[src/rtl/change_dispenser.sv]
// Coin-return payout engine: pays an amount out greedily as 2-unit then 1-unit coins
// over a req/ack hopper handshake. Optional ack watchdog when DISPENSE_TIMEOUT_EN is defined.
module change_dispenser #(
    parameter int CHG_W       = 3,
    parameter int COIN_GAP    = 2,
    parameter int ACK_TIMEOUT = 64
) (
    input  logic             clk,
    input  logic             rst,
    input  logic             load,
    input  logic [CHG_W-1:0] change,
    input  logic             coin_ack,
    input  logic             hop1_empty,
    input  logic             hop2_empty,
    input  logic             fault_clr,
    output logic             busy,
    output logic             coin_req,
    output logic             coin_sel,
    output logic             done,
    output logic             fault,
    output logic [CHG_W-1:0] owed
);

    localparam int GAP_W = (COIN_GAP > 1) ? $clog2(COIN_GAP) : 1;

    if (CHG_W < 2 || ACK_TIMEOUT < 1) begin : g_bad_param
        $error("change_dispenser: CHG_W must be >= 2 and ACK_TIMEOUT >= 1");
    end

    typedef enum logic [2:0] {
        IDLE,
        SELECT,
        REQ,
        WAIT_ACK,
        GAP,
        FAULT
    } state_t;

    state_t           state, state_nx;
    logic             coin_req_nx, coin_sel_nx, done_nx;
    logic [CHG_W-1:0] owed_nx;
    logic [GAP_W-1:0] gap_cnt, gap_cnt_nx;
    logic [CHG_W-1:0] coin_val, owed_after;

`ifdef DISPENSE_TIMEOUT_EN
    localparam int TO_W = (ACK_TIMEOUT > 1) ? $clog2(ACK_TIMEOUT) : 1;
    logic [TO_W-1:0] to_cnt, to_cnt_nx;
`endif

    // Greedy selection in SELECT guarantees coin_val <= owed, so no underflow.
    assign coin_val   = coin_sel ? CHG_W'(2) : CHG_W'(1);
    assign owed_after = owed - coin_val;

    assign busy  = (state != IDLE) && (state != FAULT);
    assign fault = (state == FAULT);

    always_comb begin
        // NOTE: every signal gets a default before the case so no path infers a latch.
        state_nx    = state;
        coin_req_nx = coin_req;
        coin_sel_nx = coin_sel;
        done_nx     = 1'b0;
        owed_nx     = owed;
        gap_cnt_nx  = gap_cnt;
`ifdef DISPENSE_TIMEOUT_EN
        to_cnt_nx   = to_cnt;
`endif
        case (state)
            IDLE: begin
                if (load) begin
                    if (change != '0) begin
                        owed_nx  = change;
                        state_nx = SELECT;
                    end else begin
                        done_nx = 1'b1;
                    end
                end
            end
            SELECT: begin
                // Never overpay: a lone unit owed with no 1-unit coins is a fault.
                if (owed >= CHG_W'(2) && !hop2_empty) begin
                    coin_sel_nx = 1'b1;
                    state_nx    = REQ;
                end else if (!hop1_empty) begin
                    coin_sel_nx = 1'b0;
                    state_nx    = REQ;
                end else begin
                    state_nx = FAULT;
                end
            end
            REQ: begin
                coin_req_nx = 1'b1;
                state_nx    = WAIT_ACK;
`ifdef DISPENSE_TIMEOUT_EN
                to_cnt_nx   = '0;
`endif
            end
            WAIT_ACK: begin
                if (coin_ack) begin
                    coin_req_nx = 1'b0;
                    owed_nx     = owed_after;
                    if (COIN_GAP > 0) begin
                        gap_cnt_nx = '0;
                        state_nx   = GAP;
                    end else if (owed_after == '0) begin
                        done_nx  = 1'b1;
                        state_nx = IDLE;
                    end else begin
                        state_nx = SELECT;
                    end
                end
`ifdef DISPENSE_TIMEOUT_EN
                else if (to_cnt == TO_W'(ACK_TIMEOUT - 1)) begin
                    coin_req_nx = 1'b0;
                    state_nx    = FAULT;
                end else begin
                    to_cnt_nx = to_cnt + 1'b1;
                end
`endif
            end
            GAP: begin
                if (gap_cnt == GAP_W'(COIN_GAP - 1)) begin
                    if (owed == '0) begin
                        done_nx  = 1'b1;
                        state_nx = IDLE;
                    end else begin
                        state_nx = SELECT;
                    end
                end else begin
                    gap_cnt_nx = gap_cnt + 1'b1;
                end
            end
            FAULT: begin
                // fault_clr wins over a simultaneous load; the load is simply dropped.
                if (fault_clr) begin
                    owed_nx  = '0;
                    state_nx = IDLE;
                end
            end
            default: state_nx = IDLE;
        endcase
    end

    always_ff @(posedge clk) begin
        // NOTE: state registers use non-blocking assignments so every flop samples pre-edge values.
        if (rst) begin
            state    <= IDLE;
            coin_req <= 1'b0;
            coin_sel <= 1'b0;
            done     <= 1'b0;
            owed     <= '0;
            gap_cnt  <= '0;
        end else begin
            state    <= state_nx;
            coin_req <= coin_req_nx;
            coin_sel <= coin_sel_nx;
            done     <= done_nx;
            owed     <= owed_nx;
            gap_cnt  <= gap_cnt_nx;
        end
    end

`ifdef DISPENSE_TIMEOUT_EN
    always_ff @(posedge clk) begin
        if (rst) to_cnt <= '0;
        else     to_cnt <= to_cnt_nx;
    end
`endif

endmodule

[config.mk]
export PLATFORM = sky130hd
export DESIGN_NAME = change_dispenser
export DESIGN_NICKNAME = d
export VERILOG_FILES = /design/src/rtl/change_dispenser.sv
export SDC_FILE = /design/constraint.sdc
export NUM_CORES = 1
export LEC_CHECK = 0
export ABC_AREA = 1
export BUFFER_PORTS_ARGS = -buffer_cell sky130_fd_sc_hd__buf_2
export CELL_PAD_IN_SITES_DETAIL_PLACEMENT = 0
export CELL_PAD_IN_SITES_GLOBAL_PLACEMENT = 1
export CORE_ASPECT_RATIO = 1.75
export CORE_MARGIN = 1
export CORE_UTILIZATION = 32
export DETAILED_ROUTE_END_ITERATION = 7
export GPL_TIMING_DRIVEN = 0
export PLACE_DENSITY_LB_ADDON = 0.1
export SETUP_SLACK_MARGIN = 0.15
export SLEW_MARGIN = 20
export SYNTH_ARGS = -nofsm -noshare
export SYNTH_HDL_FRONTEND = slang
export SYNTH_SLANG_ARGS = --single-unit
export TNS_END_PERCENT = 30
[constraint.sdc]
create_clock -name clk -period 1.9 [get_ports clk]
set_clock_uncertainty 0.2 [all_clocks]
set_input_delay 0.38 -clock clk [delete_from_list [all_inputs] [get_ports clk]]
set_output_delay 0.38 -clock clk [all_outputs]
set_load 0.02 [all_outputs]
==> flow_summary_export.csv, run 1 <==
group,metric,value,unit
yosys,synthTopCellsByArea,"dfxtp_1, nand2_1, inv_1, nor2_1, nor2_4",
yosys,ys.flop_type,"dfxtp_1",
clock_tree,clockBufferDepth,2,
critical_path,critPathSlowestCell,"dfxtp_1",
critical_path,reg2reg_slack,0.19,ns
floorplan,core.rowCount,22,
critical_path,crit_chain,"buf_6, nor2_4, a21oi_1, buf_2",
place,dp_hpwl,1430,microns
clock_tree,root_buffer,"clkbuf_4",
floorplan,start_util,34.5,%
routing,num_vias,725,
timing,setup-violations-final,0,
timing,fmax,0.575,GHz
place,numPortBuffers,17,
yosys,synth_warnings,0,
yosys,syn_area,732,sq um
power,p_seq_share,24.1,%
finish,areaGrowthSynthToFinish,28.4,%
routing,wl,1730,microns
yosys,synthArstFlopShare,0,%
power,powerDensity,1470,mW/mm^2
yosys,synthTopCellsByCount,"nand2_1, inv_1, nor2_1",
routing,firstDrtPassIters,4,
finish,instances_no_fill,155,
timing,hold_violations,0,
global_routing,grt_antenna_before_repair,0,
yosys,yosys.area.top_type,"dfxtp_1",
min_path,hp-start,"rst",
routing,drt_iter0_drc,9,
yosys,syn-instance-count,108,
global_routing,gr-total-overflow,0,
global_routing,first_global_vias,711,
floorplan,io_pins,18,
run_status,status,"completed",
yosys,yosys.cell_count.top_type,"nand2_1",
critical_path,cpPeakStageDelay,0.31,ns
yosys,synth.net_count,120,
routing,drc,0,
finish,fin_nets,144,
critical_path,crit_start,"state[0]",
timing,fin_crit,1.74,ns
power,pwr-share-clk,14.5,%
clock_tree,cts_tree,"yes",
yosys,ys_types,24,
routing,ant_nets,0,
global_routing,grt_pass1_wl,2940,microns
power,switchingPower,0.654,mW
critical_path,end_kind,"output pin",
job,maxCapViolCount,0,
timing,rsz0062_at_grt,"yes",
clock_tree,holdBufCountCts,0,
timing,slew_headroom,83.6,%
critical_path,critPathLaunchType,"flop",
clock_tree,htreeDepth,1,
finish,final_area,940,sq um
routing,viasPerCell,4.68,
finish,drive_gt1_share,41.2,%
power,power_frac_comb,61.4,%
timing,tns,0,ns
timing,period_share,91.5,%
floorplan,core_region_area,0.00212,sq mm
yosys,synth_seq_area_share,27.4,%
critical_path,cp.required,1.32,ns
floorplan,die_w,38.2,microns
yosys,synth_top_area_share,27.4,%
power,cellInternalPower,0.723,mW
min_path,hold_path.class,"input pin to flop",
yosys,ys_ff_latch,10,
place,gp_congestion,0.755,
place,dpl_cell_area,872,sq um
power,sw_frac_of_total,47.5,%
routing,routedWlPerCell,11.2,microns
critical_path,r2r-start,"coin_sel",
critical_path,worstSetupPathType,"flop to output pin",
clock_tree,clock_latency,0.27,ns
floorplan,die_h,65.3,microns
place,place_inst,149,
yosys,synth_edf_count,0,
power,peakVddDrop,0.621,mV
power,leakage,0.480,nW
critical_path,worstPathArrival,1.16,ns
timing,tightest_slew,0.245,ns
clock_tree,clk_pin_slew,0.07,ns
clock_tree,cts_sinks,10,
floorplan,fp.dieArea,0.00249,sq mm
finish,diodes,0,
critical_path,crit_fanout,9,
global_routing,grt_use_total,17.0,%
timing,drv_slew,0,
clock_tree,cts_buffers,3,
timing,worst_hold_slack,0.115,ns
global_routing,grt_max_degree,10,
yosys,avgSynthCellArea,6.78,sq um
## worst max-delay path, delay by kind of cell, from the launching register on
family	cells	cell delay [ns]
compound gates	1	0.09
buf+inv	2	0.30
simple gates	1	0.19
flops	1	0.31
## per-stage QoR
step	util [%]	total power, mW	setup slack, ns
floorplan	-	0.981	0.159
global placement	41.1	1.15	0.0998
detailed placement	41.1	1.16	0.0869
CTS	44.3	1.40	0.141
global route	44.3	1.51	0.0933
finish	44.3	1.38	0.161
## sequential cells by signal, indices dropped and copies added, names as in the netlist
register / cells
owed: 3
state: 3
coin_req: 1
coin_sel: 1
done: 1
gap_cnt: 1
## cell type report
type | count | area, sq um
Clock buffer | 4 | 36.3
Inverter | 19 | 73.8
Timing Repair Buffer | 19 | 100
Buffer | 2 | 22.5
Sequential cell | 10 | 209
Tap cell | 24 | 30.0
Multi-Input combinational cell | 77 | 468
Fill cell | 241 | 1180
## logic make-up after synthesis
| family | Yosys count | share of synthesized area [%] |
|---|---|---|
| buffers and inverters | 21 | 12.8 |
| flip-flops | 10 | 27.4 |
| AO/OA/AOI/OAI | 12 | 9.23 |
| AND/OR/NAND/NOR | 63 | 46.2 |
| adder cells (fa/ha/maj) | 2 | 4.44 |
## power by group through the flow
stage | Sequential, mW | Clock [mW] | Combinational [mW]
after global routing | 0.341 | 0.217 | 0.955
after floorplan | 0.366 | 0 | 0.615
after CTS | 0.333 | 0.207 | 0.857
final | 0.331 | 0.200 | 0.845
after detailed placement | 0.334 | 0 | 0.828
after global placement | 0.332 | 0 | 0.820
## final timing paths
path,to,depth (start not counted)
worst max-delay path,busy,4
worst min-delay path,coin_sel,2
worst max register to register,owed[2],9
worst min register to register,coin_req,2
## cell usage in the layout, fill, tap and decap left out, types with 2 or more instances in the layout
| cell type | instances |
|---|---|
| clkbuf_4 | 3 |
| nand3_4 | 2 |
| inv_2 | 6 |
| nand2_1 | 23 |
| nand3_2 | 3 |
| dfxtp_4 | 2 |
| buf_6 | 2 |
| inv_1 | 12 |
| o21ai_0 | 3 |
| buf_2 | 17 |
| a21oi_1 | 5 |
| nor2_1 | 14 |
| nand3_1 | 7 |
| nor2_2 | 2 |
| nand2_2 | 3 |
| buf_4 | 2 |
| nor2_4 | 4 |
| dfxtp_1 | 7 |
## routing by layer
metal / wire length, microns / vias up / track usage, %
li1: - / 385 / -
met1: 693 / 322 / 18.4
met2: 957 / 14 / 29.4
met3: 53 / 4 / 3.72
met4: 28 / 0 / 8.04
met5: 0 / - / 0
## timing repair
action                                  in CTS  in global routing
pin swaps                                    3                  1
gates resized for setup                      5                  0
buffers inserted                             2                  0
endpoints found under the setup margin       3                  2
(Power assumes the default switching activity.)
==> inputs of run 2 (changes only) <==
Settings changed: RECOVER_POWER set to 25.
Clock period 1.9 ns to 1.53 ns, I/O delays scaled along.
==> run 2 against run 1 <==
Effect of this change:
- the run now ends with setup timing left
- highest routed layer unchanged
- worst hold slack worse by 0.062 ns
- first-iteration DRC count grew 78%
- critical path type is now flop to flop
- largest power group unchanged
- flip-flop and latch count did not move
- largest cell class unchanged
- global-route usage rose by 1.3 points
- sequential share of layout area is 1.8 points lower
==> flow_summary_export.csv, run 2 (synthesis results as in run 1) <==
group,metric,value,unit
routing,viasPerCell,4.59,
run_status,violations,"setup timing",
critical_path,cpPeakStageDelay,0.35,ns
place,gp_congestion,0.740,
routing,firstDrtPassIters,4,
timing,drv_slew,0,
floorplan,core_region_area,0.00212,sq mm
power,powerDensity,1780,mW/mm^2
finish,fin_nets,151,
power,leakage,0.512,nW
finish,reg_top3,"owed x3, state x3",
timing,rsz0062_at_grt,"yes",
clock_tree,clockBufferDepth,2,
critical_path,path_depth,9,
floorplan,die_h,65.3,microns
critical_path,critPathSlowestCell,"dfxtp_4",
timing,slew_headroom,82.6,%
clock_tree,holdBufCountCts,0,
routing,drt_iter0_drc,16,
global_routing,first_global_vias,713,
finish,layout_commonest_cell,"nand2_1",
routing,drc,0,
timing,hold_violations,0,
critical_path,crit_start,"coin_sel",
finish,areaGrowthSynthToFinish,43.2,%
critical_path,worstPathArrival,1.63,ns
clock_tree,cts_buffers,3,
critical_path,worstSetupPathType,"flop to flop",
timing,period_share,109,%
job,maxCapViolCount,0,
critical_path,cpLargestDelayFamily,"adder cells",
critical_path,critPathLaunchType,"flop",
floorplan,io_pins,18,
clock_tree,htreeDepth,1,
place,dpl_cell_area,882,sq um
timing,fin_ws,-0.131,ns
critical_path,cp.required,1.50,ns
place,numPortBuffers,17,
finish,diodes,0,
critical_path,crit_end,"owed[2]",
power,peakVddDrop,0.699,mV
critical_path,r2r-start,"coin_sel",
critical_path,reg2reg_slack,-0.13,ns
floorplan,die_w,38.2,microns
critical_path,path_buf_inv,2,
place,pre_cts_slack,-0.209,ns
clock_tree,cts_sinks,10,
global_routing,grt_use_total,18.3,%
finish,fin_util,49.5,%
finish,drive_gt1_share,47.1,%
power,p_total,1.87,mW
critical_path,crit_chain,"inv_4, ha_4, inv_2, fa_2, or2_4, nand3_2, o21ai_2, nor2_1, nor2_1",
timing,fmax,0.602,GHz
timing,fin_crit,1.66,ns
global_routing,gr-total-overflow,0,
clock_tree,cts_tree,"yes",
finish,final_area,0.00105,sq mm
timing,setup-violations-final,4,
routing,routedWlPerCell,11.8,microns
run_status,status,"complete, but fails checks",
global_routing,grt_pass1_wl,3200,microns
routing,num_vias,743,
clock_tree,clock_latency,0.26,ns
critical_path,end_kind,"flop",
floorplan,fp.dieArea,0.00249,sq mm
clock_tree,clk_pin_slew,0.08,ns
routing,ant_nets,0,
min_path,hold_path.class,"input pin to flop",
critical_path,timing.rr.end,"owed[2]",
clock_tree,root_buffer,"clkbuf_4",
global_routing,grt_antenna_before_repair,0,
timing,tightest_slew,0.261,ns
finish,layout_common_cells,"nand2_1, nor2_1, buf_2, inv_1, buf_4",
place,dp_hpwl,1470,microns
critical_path,crit_fanout,2,
global_routing,grt_max_degree,10,
critical_path,cpMostUsedCell,"nor2_1",
critical_path,r2r_cells,9,
floorplan,core.rowCount,22,
routing,wl,1920,microns
floorplan,start_util,34.5,%
[run 2: changes by cell type in the layout (fill, tap and decap cells not counted), sizes merged]
cell / delta
buf: +6
clkinv: +1
[run 2: cell type report]
class	count	area, sq um
clock buffer	3	22.5
timing repair buffer	26	174
buffer	2	22.5
inverter	19	83.8
multi-input combinational	77	498
sequential	10	214
tap	24	30.0
clock inverter	1	3.75
fill	233	1070
[run 2: stage by stage]
stage | cells | hold WS, ns | TNS [ns]
floorplan | 108 | 0.165 | -0.264
global placement | 149 | 0.246 | -0.311
detailed placement | 149 | 0.255 | -0.336
CTS | 156 | 0.0447 | -0.407
global route | 162 | 0.0602 | -0.591
finish | 162 | 0.0527 | -0.271
[run 2: repair_timing]
item                                   4_1_cts  5_1_grt
buffers inserted                             3        6
pin swaps                                    6        6
setup endpoints to repair                    8       12
resized for setup                           13        9
cloned                                       0        0
endpoints found under the hold margin        0        0
[run 2: power breakdown]
group	switching, mW	internal, mW
combinational	0.716	0.529
clock	0.103	0.0941
sequential	0.0692	0.355
total	0.889	0.978
[run 2: worst min-delay path by stage]
stage	from	to	slack, ns	cells after the start
finish	rst	coin_sel	0.05	2
detailed placement	gap_cnt	gap_cnt	0.26	2
global placement	coin_req	coin_req	0.25	2
global route	rst	coin_sel	0.06	2
CTS	rst	coin_sel	0.04	2
floorplan	rst	coin_sel	0.17	1
[run 2: metal layers]
metal	GRT usage, %	routed length, microns
met1	19.0	744
met2	34.7	1100
met3	3.04	50
met4	5.36	22
met5	0	0
==> inputs of run 3 (changes only) <==
==> constraint.sdc (replaced) <==
create_clock -name clk -period 1.53 [get_ports clk]
set_clock_uncertainty 0.2 [all_clocks]
set_input_delay 0.153 -clock clk [delete_from_list [all_inputs] [get_ports clk]]
set_output_delay 0.153 -clock clk [all_outputs]
set_load 0.02 [all_outputs]
==> run 3 against run 2 <==
Effect of this change:
- the run still ends with setup timing left
- global-route usage fell by 0.33 points
- utilization decreased by 2.5 points
- critical path depth is the same
- routed wire length shrank 4.7%
- clock-buffer cell count stayed put
- sequential power decreased by 1%
- highest routed layer unchanged
==> flow_summary_export.csv, run 3 (synthesis results as in run 1) <==
group,metric,value,unit
timing,hold_violations,0,
timing,drv_slew,0,
routing,drt_iter0_drc,8,
global_routing,first_global_vias,721,
power,power_frac_comb,64.5,%
critical_path,worstPathArrival,1.63,ns
global_routing,gr-total-overflow,0,
critical_path,timing.rr.end,"owed[2]",
run_status,status,"complete, but fails checks",
global_routing,grt_antenna_before_repair,0,
finish,fin_nets,148,
clock_tree,clock_latency,0.26,ns
power,sw_frac_of_total,48.8,%
clock_tree,htreeDepth,1,
clock_tree,cts_buffers,3,
global_routing,grt_use_total,18.0,%
finish,areaGrowthSynthToFinish,36.1,%
timing,fin_crit,1.67,ns
routing,wl_met1,722,microns
power,leakage,0.484,nW
floorplan,die_w,38.2,microns
timing,setup-violations-final,2,
clock_tree,clockBufferDepth,2,
finish,layout_commonest_cell,"nand2_1",
routing,routedWlPerCell,11.5,microns
min_path,hold_path.class,"input pin to flop",
routing,ant_nets,0,
place,gp_congestion,0.740,
critical_path,worstSetupPathType,"flop to flop",
clock_tree,cts_sinks,10,
clock_tree,root_buffer,"clkbuf_4",
routing,wl,1830,microns
routing,viasPerCell,4.53,
routing,num_vias,721,
global_routing,grt_max_degree,10,
floorplan,io_pins,18,
routing,drc,0,
timing,fin_ws,-0.137,ns
floorplan,fp.dieArea,0.00249,sq mm
finish,reg_top3,"owed x3, state x3",
timing,rsz0062_at_grt,"yes",
floorplan,start_util,34.5,%
floorplan,core_region_area,0.00212,sq mm
timing,tightest_slew,0.247,ns
min_path,min_to,"owed[2]",
finish,drive_gt1_share,40.0,%
power,pwr-share-clk,11.2,%
clock_tree,cts_tree,"yes",
routing,met2_length,1020,microns
job,maxCapViolCount,0,
place,numPortBuffers,17,
floorplan,die_h,65.3,microns
place,dpl_cell_area,882,sq um
run_status,violations,"setup timing",
power,cellInternalPower,0.883,mW
finish,final_area,996,sq um
critical_path,end_kind,"flop",
critical_path,reg2reg_slack,-0.14,ns
clock_tree,clk_pin_slew,0.07,ns
routing,firstDrtPassIters,2,
power,peakVddDrop,0.692,mV
timing,period_share,109,%
routing,met3_length,37,microns
timing,slew_headroom,83.6,%
critical_path,critPathLaunchType,"flop",
finish,layout_common_cells,"nand2_1, nor2_1, buf_2, inv_1, dfxtp_1",
power,p_seq_share,24.3,%
critical_path,r2r-start,"coin_sel",
global_routing,grt_pass1_wl,3170,microns
routing,top_layer_used,"met4",
place,pre_cts_slack,-0.209,ns
floorplan,core.rowCount,22,
critical_path,cp.required,1.49,ns
min_path,hold_path_depth,5,
power,powerDensity,1730,mW/mm^2
finish,fillers,239,
power,switchingPower,0.840,mW
min_path,hp-start,"change[2]",
finish,diodes,0,
critical_path,crit_fanout,2,
place,dp_hpwl,1470,microns
timing,fmax,0.600,GHz
critical_path,r2r_cells,9,
## run 3: changes by cell type in the layout (fill, tap and decap cells not counted), moves of 2 or more
| cell | before | now |
|---|---|---|
| buf_4 | 8 | 3 |
| buf_6 | 6 | 3 |
| dlygate4sd3_1 | 0 | 3 |
| clkbuf_1 | 1 | 3 |
| dfxtp_1 | 5 | 7 |
| dfxtp_2 | 2 | 0 |
| inv_2 | 2 | 4 |
| inv_4 | 5 | 3 |
## run 3: cell type report
cell class / count / area [sq um] / area share (%)
multi-input cells: 77 / 487 / 48.9
plain buffers: 2 / 22.5 / 2.26
repair buffers: 23 / 140 / 14.1
inverters: 19 / 78.8 / 7.91
clock buffers: 3 / 22.5 / 2.26
well taps: 24 / 30.0 / 3.02
clock inverters: 1 / 3.75 / 0.377
flip-flops and latches: 10 / 211 / 21.2
## run 3: worst max path at each step
stage / startpoint / cells past startpoint / to
final: coin_sel / 9 / owed[2]
after floorplan: owed[0] / 9 / owed[2]
after global routing: coin_sel / 9 / owed[2]
after detailed placement: coin_sel / 9 / owed[2]
after global placement: owed[0] / 9 / owed[2]
after CTS: owed[0] / 9 / owed[2]
## run 3: layer usage
| metal | track usage, % | vias up |
|---|---|---|
| met5 | 0 | - |
| met4 | 7.14 | 0 |
| met3 | 3.04 | 4 |
| met2 | 33.1 | 11 |
| met1 | 18.8 | 312 |
| li1 | - | 394 |
## run 3: through the flow
step | instances | total power [mW] | TNS [ns] | hold slack (ns) | utilization (%)
floorplan | 108 | 1.24 | -0.244 | 0.0124 | -
finish | 159 | 1.72 | -0.179 | 0.0707 | 47.0
global placement | 149 | 1.44 | -0.311 | 0.168 | 41.6
CTS | 159 | 1.72 | -0.240 | 0.0793 | 46.4
detailed placement | 149 | 1.46 | -0.336 | 0.176 | 41.6
global route | 159 | 1.90 | -0.485 | 0.0970 | 47.0
## run 3: power by group through the flow
stage / Sequential [mW] / Clock (mW) / Combinational [mW]
after floorplan: 0.461 / 0 / 0.774
after global placement: 0.419 / 0 / 1.03
after detailed placement: 0.419 / 0 / 1.04
after CTS: 0.414 / 0.205 / 1.10
after global routing: 0.428 / 0.219 / 1.26
final: 0.418 / 0.193 / 1.11
## run 3: critical path, cell delays in order (launching register included)
cell     delay (ns)
dfxtp_4        0.36
inv_4          0.06
ha_4           0.12
inv_2          0.03
fa_2           0.33
or2_4          0.23
nand3_2        0.06
o21ai_2        0.05
nor2_1         0.09
nor2_1         0.04
## run 3: timing repair
action | 4_1_cts | 5_1_grt
endpoints found under the setup margin | 8 | 9
hold buffers | 3 | 0
buffers inserted | 3 | 0
resized for setup | 6 | 5
pin swaps | 6 | 2
hold endpoints to repair | 4 | 0
